--- src/rtl/dpram_pkg.sv ---
// dpram_pkg: shared byte and sequencer-state types for the byte-enabled dual-port RAM
package dpram_pkg;
   typedef logic [7:0] byte_t;
   typedef enum logic [1:0] {RESET, CLEAR, READY} state_t;
endpackage

--- src/rtl/dpram_clr_seq.sv ---
// dpram_clr_seq: post-reset sweep that zeroes every word before the ports go live
module dpram_clr_seq
   import dpram_pkg::*;
#(
   parameter int LOG2_L = 4
) (
   input  logic              clk,
   input  logic              rst_n,
   output logic [LOG2_L-1:0] clr_a,
   output logic              clr_we,
   output logic              ready
);
   state_t            state, state_nx;
   logic [LOG2_L-1:0] cnt;
   // state register; counter advances per cleared word and parks on the last one
   always_ff @(posedge clk)
      if (!rst_n) begin
         state <= RESET;
         cnt   <= '0;
      end else begin
         state <= state_nx;
         if (clr_we && state_nx != READY) cnt <= cnt + 1'b1;
      end
   // the RESET->CLEAR edge already writes word 0, so L edges clear L words
   always_comb begin
      state_nx = state;
      clr_we   = 1'b0;
      clr_a    = cnt;
      ready    = 1'b0;
      state_nx = (state == RESET) ? CLEAR : (state == CLEAR && &cnt) ? READY : state;
      clr_we   = rst_n && state != READY;
      ready    = state == READY;
   end
endmodule

--- src/rtl/dpram_be.sv ---
// dpram_be: dual-port RAM with byte-enabled write, async or registered read, and hardware clear
module dpram_be
   import dpram_pkg::*;
#(
   parameter int LOG2_L   = 4,
   parameter int W_BYTES  = 16,
   parameter int RD_REG   = 1,
   parameter int WR_FIRST = 1
) (
   input  logic                       clk,
   input  logic                       rst_n,
   output logic                       ready,
   input  logic                       we,
   input  logic [W_BYTES-1:0]         wbe,
   input  logic [LOG2_L-1:0]          d_a,
   input  byte_t [W_BYTES-1:0]        d,
   input  logic                       re,
   input  logic [LOG2_L-1:0]          q_a,
   output byte_t [W_BYTES-1:0]        q,
   output logic                       q_valid
);
   localparam int L = 2 ** LOG2_L;
   byte_t [W_BYTES-1:0] mem [L];
   byte_t [W_BYTES-1:0] merged;
   logic [LOG2_L-1:0]   clr_a;
   logic                clr_we;

   dpram_clr_seq #(.LOG2_L(LOG2_L)) u_clr (
      .clk   (clk),
      .rst_n (rst_n),
      .clr_a (clr_a),
      .clr_we(clr_we),
      .ready (ready)
   );

   // the addressed word as it will read after this edge's write
   always_comb begin
      merged = mem[d_a];
      for (int i = 0; i < W_BYTES; i++) merged[i] = wbe[i] ? d[i] : mem[d_a][i];
   end

   // clear sweep has priority; user writes land only once ready
   always_ff @(posedge clk)
      if (clr_we) mem[clr_a] <= '0;
      else if (we && ready) mem[d_a] <= merged;

   if (RD_REG != 0) begin : g_reg
      // registered read; same-address write is forwarded when WR_FIRST is set
      always_ff @(posedge clk)
         if (!rst_n) begin
            q       <= '0;
            q_valid <= 1'b0;
         end else begin
            q_valid <= re && ready;
            if (re && ready) q <= (WR_FIRST != 0 && we && d_a == q_a) ? merged : mem[q_a];
         end
   end else begin : g_async
      assign q       = mem[q_a];
      assign q_valid = re && ready;
   end
endmodule

--- config.mk ---
export PLATFORM = sky130hd
export DESIGN_NAME = dpram_be
export DESIGN_NICKNAME = d
export VERILOG_FILES = /design/src/rtl/dpram_pkg.sv /design/src/rtl/dpram_clr_seq.sv /design/src/rtl/dpram_be.sv
export SDC_FILE = /design/constraint.sdc
export NUM_CORES = 2
export LEC_CHECK = 0
export ABC_AREA = 1
export ABC_CLOCK_PERIOD_IN_PS = 9770
export CAP_MARGIN = 20
export CORE_UTILIZATION = 25
export CTS_CLUSTER_SIZE = 24
export DETAILED_ROUTE_END_ITERATION = 16
export PLACE_DENSITY = 0.37
export SYNTH_ARGS = -nofsm -noshare
export SYNTH_HDL_FRONTEND = slang
export SYNTH_HIERARCHICAL = 1
export SYNTH_SLANG_ARGS = --single-unit
--- constraint.sdc ---
create_clock -name clk -period 9.77 [get_ports clk]
set_input_delay 0.977 -clock clk [delete_from_list [all_inputs] [get_ports clk]]
set_output_delay 0.977 -clock clk [all_outputs]
set_load 0.02 [all_outputs]
Word level (Yosys, flattened, before mapping)
Memory sizes are Yosys's and may differ from the RTL's. A register that Yosys moved wholly into a read port is not among the register bits.
Index checks and enable logic that the tools add are counted.
{"block": "totals", "reg_bits": 7, "ramBits": 2048, "input_bits": 156, "output_inout_bits": 130, "word_cells": 44, "memories": 1}
{"block": "op_classes", "add_sub_neg": 1, "n_eq_ne": 4, "n_mux": 26, "n_reduce_logical": 9}
{"name": "mem", "depth": 16, "word_bits": 128, "rd": 2, "rd_ports_with_merged_regs": 1, "write_ports": 1, "line": "dpram_be.sv:23", "rtl": "byte_t [W_BYTES-1:0] mem [L];"}
{"op": "$mux W128", "n": 1}
{"op": "$mux W8", "n": 16}
{"op": "$reduce_or A128 Y1", "n": 1}
{"op": "$mux W1", "n": 6}
{"op": "$logic_and A1 B1 Y1", "n": 5}
{"op": "$add A4 B1 Y4 const B", "n": 1}
{"op": "$mux W2", "n": 2}
{"op": "$mux W4", "n": 1}
{"op": "$ne A2 B2 Y1 const B", "n": 2}
{"op": "$reduce_and A4 Y1", "n": 1}
{"op": "$eq A2 B1 Y1 const B", "n": 1}
{"op": "$eq A2 B2 Y1 const B", "n": 1}
{"op": "$logic_not A2 Y1", "n": 1}
{"op": "$logic_not A1 Y1", "n": 1}

Depth between registers and ports, before layout
{"block": "logic_depth", "ltp_word": 7, "mapped_depth": 15, "mapped_depth_nobuf": 11}

Modules after synthesis
The synthesis kept the hierarchy.
{"mod": "dpram_be", "instances": 1, "cells_per_inst": 12554, "area_per_inst_um2": 109092.1, "seq_area_each_um2": 64081.5}
{"mod": "dpram_clr_seq", "instances": 1, "cells_per_inst": 45, "area_per_inst_um2": 299.0, "seq_area_each_um2": 120.1}

Worst setup path before layout
OpenSTA, ideal clock, no wires.
{"block": "synth_path", "path_type": "in2reg", "from": "in d_a[0]", "to": "mem mem[3][0] in the netlist's numbering, enable pin", "setup_ps": 617, "arrival_ps": 7274, "required_time_ps": 9153, "path_slack_ps": 1879, "path_stages": 8, "n_path_buf": 4, "path_cell_list": "buf_4 > inv_4 > buf_6 > buf_4 > buf_4 > o21ai_1 > nand2_1 > nor2_1"}
{"block": "synth_via", "elab_chain_len": 1}
{"element": "start, declared", "line": "dpram_be.sv:15", "rtl": "input logic [LOG2_L-1:0] d_a,"}
{"element": "$mux W4 (no line)"}
{"element": "end, declared", "line": "dpram_be.sv:23"}
No other way between the ends.

Final worst setup path
{"block": "layout_path", "from": "in rst_n", "to": "mem mem[10][98] in the netlist's numbering, enable pin"}
{"block": "layout_via", "elab_chain_len": 5, "elab_cells_between_ends": 8, "classes_between": "mux: 6; reduce/logical: 2"}
{"element": "start, declared", "line": "dpram_be.sv:11", "rtl": "input logic rst_n,"}
{"element": "$logic_and A1 B1 Y1 (*)", "line": "dpram_clr_seq.sv:31", "rtl": "clr_we = rst_n && state != READY;"}
{"element": "net clr_we", "line": "dpram_be.sv:26", "rtl": "logic clr_we;"}
{"element": "$mux W1", "line": "dpram_be.sv:44", "rtl": "if (clr_we) mem[clr_a] <= '0;"}
{"element": "$mux W1 (implied by the code)", "line": "dpram_be.sv:45", "rtl": "else if (we && ready) mem[d_a] <= merged;"}
{"element": "$reduce_or A128 Y1 (no line)"}
{"element": "$mux W4 (no line) / $mux W1 (equally long branches)"}
The timed path passes the listed nets; every way through them passes the cells marked *.

==> summary.md <==
| Metric | Value |
|---|---|
| Die Wd | 663 µm |
| Yosys top cell area share | 56.2% |
| DRC | 0 |
| Seq/Total Area, Yosys | 58.7% |
| Post-synth ARST share | 0% |
| Period utilization | 51.9% |
| Synthesis Warnings | 6 |
| EDFF count, synth | 2048 |
| Post-Synth Adder-Cell Area | 0.0114% |
| # Post-CTS Setup Buffers | 0 |
| Core Rows | 242 |
| Relative slew slack | 18.2% |
| GRT overflow | 0 |
| CP endpoint kind | flip-flop |
| Post-synthesis mux area share | 0% |
| Slew Viols, Final | 0 |
| Largest area contributor in the synthesized netlist | edfxtp_1 |
| Count leader, synth | nand2_1 |
| Post-cts sizing count | 0 |
| Setup TNS | 0 ps |
| VDD IR-drop max | 0.000126 V |
| Cell area after layout | 127000 µm² |
| Hold-fix buffers, CTS | 0 |
| Pleak | 48.1 nW |
| DR pass1 iterations | 8 |
| Fin. Hold Viols | 0 |
| Post-layout min period | 5070 ps |
| Initial antenna violation count | 10 |
| Distinct cells, synth | 27 |
| Worst setup path class | input pin to flip-flop |
| Crit. Startpoint | rst_n |
| Max-cap viol count | 0 |
| Seq cells post-synth | 2183 |
| Sw Ratio | 26.0% |
| Slew @ Worst Pin | 1230 ps |
| RSZ-0062 raised after global routing | false |
| Pwr/cell area | 180 nW/µm² |
| Average cell area after synthesis | 8.68 µm² |
| Combinational family with the most area after synthesis | simple AND/OR/NAND/NOR gates |
| Number of DRC markers in iteration 0 | 9125 |
| Startpoint Class | input pin |
| DP Area | 117000 µm² |
| Worst-path clk slew | 50 ps |
| Area growth syn-to-layout | 15.9% |
| Comb power frac | 9.5% |
| CP required | 10290 ps |
| Avg Vias per Cell | 5.12 |
| CP Data Arrival Time | 5580 ps |
| Post-synth net total | 12800 |
| Initial core utilization | 25.1% |
| Layout cells sized above 1 | 6.56% |
| Post-route ant nets | 0 |
| Post-synthesis xor/xnor area fraction | 0.00801% |
| Post-DP HPWL | 250000 µm |
| Vias in the first global route | 92700 |
| Die ar. | 440000 µm² |
| Status | finished, final reports clean |
| Part of the power in registers | 45.1% |
| Post-synthesis compound-gate area fraction | 1.22% |
| Wire per inst | 26.7 µm |
| Net Sw Power | 5.94 mW |
| Fmax | 0.197 GHz |
| Clock root buffer | clkbuf_16 |
| Global-route wire length before repair | 694000 µm |
| Synth cell count leaders | nand2_1 (5410), nand3_1 (3590), edfxtp_1 (2048), buf_2 (511), a21oi_1 (258) |
| Worst setup margin | 4700 ps |
| Critical R2R Launch | u_clr/state[1]$_SDFF_PN0_ |
| Io pins | 286 |
| H-tree depth | 5 |
| HP Start | q[37]$_SDFFE_PN0P_ |
| Layout Cells excl Fill | 18500 |
| Number of CTS-inserted buffers | 283 |
| HP Class | flip-flop to flip-flop |
| Ranking of synthesized cells by area | edfxtp_1 (56%), nand2_1 (19%), nand3_1 (16%) |
| Clk sink count | 2183 |
| Final setup violation count | 0 |
| Clock Power Share | 45.4% |
| CTS tree | done |
| Via count | 94700 |
| Core Area | 435000 µm² |
| Placed Instances | 17900 |
| Setup WS pre-CTS | 3820 ps |
| Gr usage total | 21.5% |
| RePlAce Congestion | 0.782 |
| Simple-gate share of the synthesized area | 35.1% |
| Syn Std Cell Area | 109000 µm² |
| Wirelength, routed | 493000 µm |
| Top_reg_cell synth | edfxtp_1 |
| Pint | 16.9 mW |
| Cells after Synth | 12600 |
| Max FO, Critical Path | 42 |
| Clock buffer depth | 4 |
| Worst Skew | 46.1 ps |
| Hold_ws | 462 ps |
| Layout Nets | 12700 |
| Worst-Skew Late Latency | 920 ps |
| Buffers on Ports | 285 |
| Die Ht | 663 µm |
| Largest net degree at the start of global routing | 180 |
[metal layers]
layer / GRT usage [%] / vias up / share of wire, %
met1: 28.0 / 47100 / 43
met2: 36.4 / 4013 / 47
met4: 7.61 / 0 / 3.9
met5: 0 / - / 0
li1: - / 42900 / -
met3: 3.05 / 809 / 6.3
[stage by stage]
step,power (mW),util (%)
finish,22.8,29.1
global route,23.6,29.1
CTS,23.1,29.0
floorplan,11.8,-
global placement,12.6,26.9
detailed placement,12.6,26.9
[cells by family (layout without fill, tap and decap cells)]
group,after synthesis,count (layout)
fa+ha+maj,1,1
simple gates,9031,9031
other cells,0,10
flops,2183,2183
compound gates,266,266
buf+inv,1117,1267
xor+xnor,1,1
[layout make-up]
cell class	count	area, µm²
Timing Repair Buffer	590	5690
Multi-Input combinational cell	9299	39900
Tap cell	5734	7170
Fill cell	45000	308000
Inverter	167	754
Clock buffer	401	8110
Sequential cell	2183	64200
Antenna cell	10	25.0
Clock inverter	109	903
[worst paths after layout]
kind	end	slack, ps	cells past startpoint
worst max register to register	mem[2][90]$_DFFE_PP_	4850	10
worst min-delay path	q[37]$_SDFFE_PN0P_	460	2
worst max-delay path	mem[10][98]$_DFFE_PP_	4700	11
worst min register to register	q[37]$_SDFFE_PN0P_	460	2
[state kept, by name (all words and copies together) (netlist names)]
register	flops
u_clr/state	2
mem	2048
u_clr/clr_a	4
q_valid	1
q	128
[power groups by stage]
stage,Combinational (mW),Clock [mW],Sequential [mW]
after global routing,2.32,11.0,10.3
after floorplan,1.28,0,10.5
after detailed placement,2.16,0,10.5
final,2.16,10.4,10.3
after CTS,2.16,10.6,10.3
after global placement,2.16,0,10.5
[layout by cell type (no fill, tap or decap), types with 64 or more instances in the layout]
cell type	netlist	final
clkinv_1	20	64
inv_2	98	97
clkdlybuf4s50_1	0	277
dfxtp_1	135	135
nand2_1	5410	5409
clkbuf_1	254	78
a21oi_1	258	254
buf_4	93	259
edfxtp_1	2048	2048
clkbuf_16	0	299
nand3_1	3590	3588
[critical path: stages]
cell	delay (ps)
clkdlybuf4s50_1	670
inv_2	120
nor2_2	190
inv_1	130
nand3_4	80
buf_4	720
o21ai_0	310
inv_1	150
nand3_1	320
nor2_4	900
buf_4	900
Note: power is estimated with default switching activity, not from simulation.
